==> src/rtl/phy_rx_pkg.sv <==
// Shared symbols, lane FSM encoding and word-assembly helper for the multilane PHY receiver.
package phy_rx_pkg;

    localparam logic [7:0] COM_SYM_DEF = 8'hBC;
    localparam logic [7:0] IDL_SYM_DEF = 8'h7C;
    localparam int         WORD_BYTES  = 4;

    typedef enum logic [1:0] {
        SEARCH  = 2'd0,
        LOCKING = 2'd1,
        LOCKED  = 2'd2
    } lane_state_t;

    // Byte position 0 is the MSB of the word.
    function automatic logic [31:0] put_byte(input logic [31:0] word,
                                             input logic [1:0]  pos,
                                             input logic [7:0]  b);
        logic [31:0] w;
        w = word;
        case (pos)
            2'd0:    w[31:24] = b;
            2'd1:    w[23:16] = b;
            2'd2:    w[15:8]  = b;
            default: w[7:0]   = b;
        endcase
        return w;
    endfunction

endpackage

==> src/rtl/phy_rx_lane_align.sv <==
// Per-lane COM alignment: shift register, bit counter, lock FSM and byte strobe.
//   state   | meaning
//   SEARCH  | sliding bit-by-bit for a COM symbol
//   LOCKING | byte boundary guessed, counting consecutive COMs
//   LOCKED  | aligned; one byte strobe every 8 bits, held until reset
module phy_rx_lane_align
    import phy_rx_pkg::*;
#(
    parameter logic [7:0] COM_SYM   = COM_SYM_DEF,
    parameter int         COM_COUNT = 4
) (
    input  logic       clk_32f,
    input  logic       reset,
    input  logic       i_data,
    output logic [7:0] o_byte,
    output logic       o_byte_valid,
    output logic       o_locked
);

    localparam logic [3:0] LP_LOCK_CNT = 4'(COM_COUNT);

    lane_state_t r_state;
    lane_state_t w_state_next;
    logic [6:0]  r_sr_hist;
    logic [2:0]  r_bit_cnt;
    logic [3:0]  r_com_cnt;
    logic [7:0]  r_byte;
    logic        r_byte_valid;
    logic [7:0]  w_sr_next;
    logic        w_byte_end;
    logic        w_is_com;

    // Only seven history bits are needed; the eighth is the incoming bit.
    assign w_sr_next  = {r_sr_hist, i_data};
    assign w_byte_end = (r_bit_cnt == 3'd7);
    assign w_is_com   = (w_sr_next == COM_SYM);

    always_ff @(posedge clk_32f or negedge reset) begin
        if (!reset) begin
            r_state <= SEARCH;
        end else begin
            r_state <= w_state_next;
        end
    end

    always_comb begin
        w_state_next = r_state;
        case (r_state)
            SEARCH: begin
                if (w_is_com) begin
                    w_state_next = LOCKING;
                end
            end
            LOCKING: begin
                if (w_byte_end) begin
                    if (!w_is_com) begin
                        w_state_next = SEARCH;
                    end else if ((r_com_cnt + 4'd1) == LP_LOCK_CNT) begin
                        w_state_next = LOCKED;
                    end
                end
            end
            LOCKED:  w_state_next = LOCKED;
            default: w_state_next = SEARCH;
        endcase
    end

    always_comb begin
        o_locked = (r_state == LOCKED);
    end

    always_ff @(posedge clk_32f or negedge reset) begin
        if (!reset) begin
            r_sr_hist    <= 7'd0;
            r_bit_cnt    <= 3'd0;
            r_com_cnt    <= 4'd0;
            r_byte       <= 8'd0;
            r_byte_valid <= 1'b0;
        end else begin
            r_sr_hist    <= w_sr_next[6:0];
            r_byte_valid <= 1'b0;
            case (r_state)
                SEARCH: begin
                    r_bit_cnt <= 3'd0;
                    r_com_cnt <= w_is_com ? 4'd1 : 4'd0;
                end
                LOCKING: begin
                    r_bit_cnt <= r_bit_cnt + 3'd1;
                    if (w_byte_end) begin
                        r_com_cnt <= w_is_com ? (r_com_cnt + 4'd1) : 4'd0;
                    end
                end
                LOCKED: begin
                    r_bit_cnt <= r_bit_cnt + 3'd1;
                    if (w_byte_end) begin
                        r_byte       <= w_sr_next;
                        r_byte_valid <= 1'b1;
                    end
                end
                default: begin
                    r_bit_cnt <= 3'd0;
                    r_com_cnt <= 4'd0;
                end
            endcase
        end
    end

    assign o_byte       = r_byte;
    assign o_byte_valid = r_byte_valid;

endmodule

==> src/rtl/phy_rx_multilane.sv <==
// Multilane PHY receiver: per-lane alignment, lock aggregation and round-robin un-striping into 32-bit words.
// Define PHY_RX_ERR_CNT_EN to add the saturating err_count port for mixed-symbol and skew slots.
module phy_rx_multilane
    import phy_rx_pkg::*;
#(
    parameter int         NUM_LANES = 2,
    parameter logic [7:0] COM_SYM   = COM_SYM_DEF,
    parameter logic [7:0] IDL_SYM   = IDL_SYM_DEF,
    parameter int         COM_COUNT = 4
) (
    input  logic                 clk_32f,
    input  logic                 reset,
    input  logic [NUM_LANES-1:0] data_in,
    output logic [31:0]          data_out,
    output logic                 valid_out,
    output logic                 active_out,
    output logic [NUM_LANES-1:0] lane_locked
`ifdef PHY_RX_ERR_CNT_EN
    ,
    output logic [7:0]           err_count
`endif
);

    localparam logic [2:0] LP_STEP = 3'(NUM_LANES);
    localparam logic [2:0] LP_WORD = 3'(WORD_BYTES);

    logic [NUM_LANES-1:0] w_bv;
    logic [NUM_LANES-1:0] w_locked;
    logic [7:0]           w_lane_byte [NUM_LANES];
    logic [31:0]          w_word_next;
    logic [2:0]           w_idx_next;
    logic                 w_slot;
    logic                 w_skew;
    logic                 w_all_ctrl;
    logic                 w_any_ctrl;

    logic [NUM_LANES-1:0] r_lane_locked;
    logic                 r_active;
    logic [31:0]          r_word;
    logic [2:0]           r_idx;
    logic                 r_pend;
    logic [31:0]          r_pend_word;
    logic [31:0]          r_data_out;
    logic                 r_valid_out;

    for (genvar gi = 0; gi < NUM_LANES; gi++) begin : g_lane
        phy_rx_lane_align #(
            .COM_SYM   (COM_SYM),
            .COM_COUNT (COM_COUNT)
        ) u_lane (
            .clk_32f      (clk_32f),
            .reset        (reset),
            .i_data       (data_in[gi]),
            .o_byte       (w_lane_byte[gi]),
            .o_byte_valid (w_bv[gi]),
            .o_locked     (w_locked[gi])
        );
    end

    always_ff @(posedge clk_32f or negedge reset) begin
        if (!reset) begin
            r_lane_locked <= '0;
            r_active      <= 1'b0;
        end else begin
            r_lane_locked <= w_locked;
            r_active      <= &w_locked;
        end
    end

    always_comb begin
        w_all_ctrl  = 1'b1;
        w_any_ctrl  = 1'b0;
        w_word_next = r_word;
        for (int i = 0; i < NUM_LANES; i++) begin
            if ((w_lane_byte[i] == IDL_SYM) || (w_lane_byte[i] == COM_SYM)) begin
                w_any_ctrl = 1'b1;
            end else begin
                w_all_ctrl = 1'b0;
            end
            w_word_next = put_byte(w_word_next, r_idx[1:0] + 2'(i), w_lane_byte[i]);
        end
    end

    assign w_slot     = r_active && (|w_bv);
    assign w_skew     = w_slot && !(&w_bv);
    assign w_idx_next = r_idx + LP_STEP;

    // Any slot carrying control symbols (all or some lanes) or skew restarts the word.
    always_ff @(posedge clk_32f or negedge reset) begin
        if (!reset) begin
            r_word      <= 32'd0;
            r_idx       <= 3'd0;
            r_pend      <= 1'b0;
            r_pend_word <= 32'd0;
        end else begin
            r_pend <= 1'b0;
            if (w_slot) begin
                if (w_skew || w_any_ctrl) begin
                    r_word <= 32'd0;
                    r_idx  <= 3'd0;
                end else if (w_idx_next == LP_WORD) begin
                    r_pend      <= 1'b1;
                    r_pend_word <= w_word_next;
                    r_word      <= 32'd0;
                    r_idx       <= 3'd0;
                end else begin
                    r_word <= w_word_next;
                    r_idx  <= w_idx_next;
                end
            end
        end
    end

    always_ff @(posedge clk_32f or negedge reset) begin
        if (!reset) begin
            r_data_out  <= 32'd0;
            r_valid_out <= 1'b0;
        end else begin
            r_valid_out <= r_pend;
            if (r_pend) begin
                r_data_out <= r_pend_word;
            end
        end
    end

    assign data_out    = r_data_out;
    assign valid_out   = r_valid_out;
    assign active_out  = r_active;
    assign lane_locked = r_lane_locked;

`ifdef PHY_RX_ERR_CNT_EN
    logic       w_err;
    logic [7:0] r_err_count;

    assign w_err = w_skew || (w_slot && w_any_ctrl && !w_all_ctrl);

    always_ff @(posedge clk_32f or negedge reset) begin
        if (!reset) begin
            r_err_count <= 8'd0;
        end else if (w_err && (r_err_count != 8'hFF)) begin
            r_err_count <= r_err_count + 8'd1;
        end
    end

    assign err_count = r_err_count;
`endif

endmodule

==> config.mk <==
export PLATFORM = sky130hd
export DESIGN_NAME = phy_rx_multilane
export DESIGN_NICKNAME = d
export VERILOG_FILES = /design/src/rtl/phy_rx_pkg.sv /design/src/rtl/phy_rx_lane_align.sv /design/src/rtl/phy_rx_multilane.sv
export SDC_FILE = /design/constraint.sdc
export NUM_CORES = 1
export LEC_CHECK = 0
export BUFFER_PORTS_ARGS = -buffer_cell sky130_fd_sc_hd__buf_2
export CAP_MARGIN = 10
export CORE_ASPECT_RATIO = 0.75
export CORE_MARGIN = 10
export CORE_UTILIZATION = 45
export CTS_CLUSTER_SIZE = 12
export DETAILED_ROUTE_END_ITERATION = 12
export PLACE_DENSITY = 0.73
export SYNTH_ARGS = -nofsm -noshare
export SYNTH_HDL_FRONTEND = slang
export SYNTH_SLANG_ARGS = --single-unit
==> constraint.sdc <==
create_clock -name clk_32f -period 3.8 [get_ports clk_32f]
set_clock_uncertainty 0.15 [all_clocks]
set_input_delay 0.19 -clock clk_32f [delete_from_list [all_inputs] [get_ports clk_32f]]
set_output_delay 0.19 -clock clk_32f [all_outputs]
set_load 0.02 [all_outputs]
# == Yosys cells after proc, flatten, opt, wreduce, memory -nomap -nowiden ==
# Index checks and enable logic that the tools add are counted.
# Widths: inputs -> output; s select.
# classes
n_addsub,6
eq_ne,25
muxes,41
bitwise,3
reduce_logical,24
# op_table
operator,count
$mux 32,2
$mux 8,8
$eq 8x8->1 const B,4
$pmux 4 s3,2
$eq 8x7->1 const B,2
$mux 2,8
$mux 4,4
$mux 3,4
$pmux 2 s3,2
$reduce_and 2->1,6
$mux 1,11
$eq 3x3->1 const B,3
$reduce_and 3->1,3
$add 4x1->4 const B,2
$eq 2x1->1 const B,4
$eq 2x2->1 const B,4
$eq 4x3->1 const B,2
$logic_not 2->1,4
$ne 2x1->1 const B,4
$add 3x1->3 const B,2
$ne 3x3->1 const B,2
$reduce_or 2->1,3
$reduce_or 3->1,2
$add 3x2->3 const B,1
5 further kinds,10
# totals
ff_bits,154

# == Longest topological paths before layout ==
# depth
depth_word,7
ltp_mapped,7
ltp_nobuf,6

# == By module ==
# A second synthesis with hierarchy kept.
# hier_totals
cells_unflattened,492
area_unflattened_um2,6511.2
# by_module_without_submodules
module,instances,cells_per_inst,area_each_um2
phy_rx_multilane,1,318,4282.9
phy_rx_lane_align (g_lane[0].u_lane),1,87,1129.8
phy_rx_lane_align (g_lane[1].u_lane),1,87,1098.6

# == Worst setup path before layout ==
# Ideal clock, no wire load.
# synth_path
kind,register to register
startpoint,register g_lane[0].u_lane.r_byte[7]
endpoint,register r_pend_word[26]
setup_time_ns,0.125
arrival_ns,1.815
path_slack_ns,1.711
path_stages_with_launch,6
path_buffers,1
cell_sequence,dfrtp_1 > xnor2_1 > or4_1 > nand4_1 > buf_4 > mux2_2
# synth_via
elab_chain_len,7
word_cells_on_any_way,8
classes_between,2 x eq/ne; 2 x mux; 1 x bitwise; 3 x reduce/logical
# synth_lines
element,line,source
start: declaration,phy_rx_lane_align.sv:27,logic [7:0] r_byte;
start signal: assignment,phy_rx_lane_align.sv:96,r_byte <= w_sr_next;
$eq 8x7->1 or $eq 8x8->1 (tied branches),phy_rx_multilane.sv:75,if ((w_lane_byte[i] == IDL_SYM) || (w_lane_byte[i] == COM_SYM)) begin
$logic_or 1x1->1 (*),phy_rx_multilane.sv:75,
$mux 1 (*) (2 in series),phy_rx_multilane.sv:75,
$logic_or 1x1->1 (*),phy_rx_multilane.sv:98,if (w_skew || w_any_ctrl) begin
$not 1->1 (no source line) (*),-,
$reduce_and 3->1 (no source line) (*),-,
end signal: assignment,phy_rx_multilane.sv:103,r_pend_word <= w_word_next;
end: declaration,phy_rx_multilane.sv:42,logic [31:0] r_pend_word;
# Every way passes the cells marked *; elsewhere a longest branch is shown, timed or not.
# A chain may end at the register's enable or synchronous reset.

# == Worst setup path after layout ==
# layout_path
startpoint,register r_idx[1]
endpoint,register r_word[0]
# layout_via
elab_chain_len,6
word_cells_on_any_way,15
classes_between,2 x add/sub; 5 x eq/ne; 4 x mux; 4 x reduce/logical
# layout_lines
element,line,source
start: declaration,phy_rx_multilane.sv:40,logic [2:0] r_idx;
start signal: assignment,phy_rx_multilane.sv:108,r_idx <= w_idx_next;
"$add 2x1->2, or another cell as far along",phy_rx_multilane.sv:80,"w_word_next = put_byte(w_word_next, r_idx[1:0] + 2'(i), w_lane_byte[i]);"
"$eq 2x2->1, or another cell as far along",phy_rx_pkg.sv:20,case (pos)
$reduce_or 3->1 (no source line) or $mux 8 (tied branches),-,
$mux 8,phy_rx_pkg.sv:20,
$mux 32 (*),phy_rx_multilane.sv:101,end else if (w_idx_next == LP_WORD) begin
$mux 32 (*),phy_rx_multilane.sv:98,
end signal: assignment,phy_rx_multilane.sv:107,r_word <= w_word_next;
end: declaration,phy_rx_multilane.sv:39,logic [31:0] r_word;
# Marked as above.

==> reports/results.txt <==
DIE AREA - 0.0201 mm^2
CP max FO - 21
Area growth, synth to finish - 15.6%
syn nets - 572
Setup Viol. Count Final - 0
first-pass GRT wire length - 23,700 um
Post-synth top flop - dfrtp_1
Period Utilization, post-route - 68.6%
Clock Latency Late Sink - 0.41 ns
I/O pin count - 40
top cell type's share of synthesized area - 57.5%
clk buf depth - 2
routed wire length - 14,000 um
TritonCTS clock tree - done
H-Tree Depth - 4
fillcell total - 1,221
count leader, synth - dfrtp_1
initial antenna violation count - 0
Hold Fails Final Rpt - 0
Synth async-reset ratio - 100%
Final ANT Viol Nets - 0
vias per cell - 5.68
outcome - finished, final reports clean
DR iter-0 viols - 440
Netlist cell types - 54
CP endpoint kind - flip-flop
Initial Utilization - 45.9%
via count - 4,539
synth warn - 0
Seq. cell area - 0.00383 mm^2
largest area contributor in the netlist - dfrtp_1
pins over their slew limit - 0
vias in the first global route - 4,576
VDD IR max - 0.301 mV
Die X - 161 um
Clock Tree Root - clkbuf_16
WP data arrival - 2.77 ns
P per Cell Area - 468 mW/mm^2
leakage power - 3.66 nW
CP Launch Type - flip-flop
post-synthesis sequential area ratio - 57.5%
GRT overflow - 0
Max Cap Violations - 0
synthesized area - 0.00666 mm^2
clock slew seen by the registers of the worst setup and hold paths - 0.06 ns
ANT cells - 0
f_max - 384 MHz
Synth Register Bits - 153
kind of critical path - flip-flop to flip-flop
Final Critical Period - 2.61 ns
min-delay worst type - flip-flop to flip-flop
Total GRT Usage - 14.2%
drt first pass iters - 5
CTS Buf Count - 17
Chip Height - 125 um
area of the multi-input gates - 0.00257 mm^2
core outline area - 0.0145 mm^2
largest net degree at the start of global routing - 85
Mapped Cells - 552
routed len/inst - 17.6 um
post-cts sizing count - 0
HPWL Detailed - 9330 um
Remaining DRCs - 0
Fin Setup TNS - 0 ns
Slew @ Worst Pin - 1.02 ns
RD Place Congestion - 0.834
R2R Setup Slk - 1.19 ns
clock sink total - 153
list of most frequent post-synthesis cells - dfrtp_1, o21ai_0, mux2_2
Synth area leaders - dfrtp_1, mux2_2, o21ai_0
relative slew slack - 31.7%
layout cells sized above 1 - 24.4%
Port Buffer Count - 39
setup repair after global routing missed its margin - no
Final #Nets - 608
Core Rows - 38
# Post-CTS Setup Buffers - 0
Mapped Avg Cell Area - 12.1 um^2
total power - 3.60 mW
Post-synth EDFFs - 0
Worst EP required - 3.96 ns
-- metrics by stage --
stage	setup slack [ns]	cell area, um^2	std cells	utilization, %	hold slack (ns)
6_report	1.19	7700	799	53.1	0.243
5_1_grt	1.04	7700	799	53.1	0.264
4_1_cts	1.23	7700	799	53.1	0.244
3_5_place_dp	1.27	7040	766	48.5	0.142
3_3_place_gp	1.34	7040	766	48.5	0.125
2_1_floorplan	1.71	6660	552	-	-0.256
-- layout by cell type, fill, tap and decap left out, types with 3 or more instances in the layout --
cell type,n
dfrtp_1,153
o21ai_0,62
mux2_2,61
nand2_1,45
buf_2,38
inv_1,30
nand2b_1,17
clkbuf_16,17
ha_1,16
a311oi_1,15
a32o_1,14
a32oi_1,14
mux2i_1,8
nand3_1,7
o31ai_1,7
buf_4,7
and2_1,6
nand3b_1,5
clkbuf_8,5
nor2b_1,4
nor2_1,4
a21oi_1,4
bufinv_16,4
o2bb2ai_1,3
a22o_1,3
dlygate4sd3_1,3
-- worst paths after layout --
check                      cells past startpoint                                     from                                       to
max                                            4                     r_idx[1]$_DFFE_PN0P_                    r_word[0]$_DFFE_PN0P_
min                                            0  g_lane[0].u_lane.r_sr_hist[0]$_DFF_PN0_  g_lane[0].u_lane.r_sr_hist[1]$_DFF_PN0_
max reg2reg                                    4                     r_idx[1]$_DFFE_PN0P_                    r_word[0]$_DFFE_PN0P_
min reg2reg                                    0  g_lane[0].u_lane.r_sr_hist[0]$_DFF_PN0_  g_lane[0].u_lane.r_sr_hist[1]$_DFF_PN0_
max in group asynchronous                      3                                    reset                   r_word[25]$_DFFE_PN0P_
min in group asynchronous                      2                                    reset                 data_out[15]$_DFFE_PN0P_
-- kinds of logic after synthesis --
kind of cell | Yosys count | synth area share [%]
multiplexers | 70 | 11.7
buffers and inverters | 63 | 4.06
AND/OR/NAND/NOR | 110 | 9.09
adder cells (fa/ha/maj) | 16 | 3.00
flip-flops | 153 | 57.5
AO/OA/AOI/OAI | 138 | 14.4
XOR/XNOR | 2 | 0.263
-- area by class of cell --
type / count / area share [%]
Clock buffer: 23 / 6.47
Inverter: 30 / 1.46
Timing Repair Buffer: 50 / 3.95
Clock inverter: 7 / 1.80
Sequential cell: 153 / 49.7
Tap cell: 200 / 3.25
Multi-Input combinational cell: 336 / 33.4
-- sequential cells by signal (all words and copies together), names as in the netlist --
name / cells
r_pend: 1
active_out: 1
g_lane.u_lane.r_com_cnt: 8
valid_out: 1
r_idx: 2
r_word: 32
g_lane.u_lane.r_state: 4
g_lane.u_lane.o_byte_valid: 2
data_out: 32
r_pend_word: 32
g_lane.u_lane.o_byte: 16
g_lane.u_lane.r_bit_cnt: 6
lane_locked: 2
g_lane.u_lane.r_sr_hist: 14
-- power breakdown --
group | switching, mW | internal (mW) | total, mW
sequential | 0.0152 | 1.65 | 1.67
clock | 0.624 | 1.18 | 1.80
combinational | 0.0888 | 0.0471 | 0.136
total | 0.728 | 2.88 | 3.60
-- worst max-delay path, cell delays in order (launching register included) --
cell	delay, ns
dfrtp_1	0.60
ha_1	0.57
a311oi_1	0.42
nand3_1	0.42
o21ai_0	0.34
-- timing repair --
item | 4_1_cts | 5_1_grt
endpoints found under the hold margin | 87 | 0
hold buffers | 3 | 0
setup endpoints to repair | 0 | 0
-- routing by layer --
layer | vias up | GRT usage (%) | part of all wire [%] | wire [um]
met3 | 15 | 3.61 | 7.4 | 1040
met5 | - | 0 | 0 | 0
met1 | 2267 | 19.5 | 47 | 6600
li1 | 2082 | - | - | -
met2 | 175 | 21.2 | 44 | 6250
met4 | 0 | 5.12 | 1.1 | 149
Power figures use the tool's default switching activity.
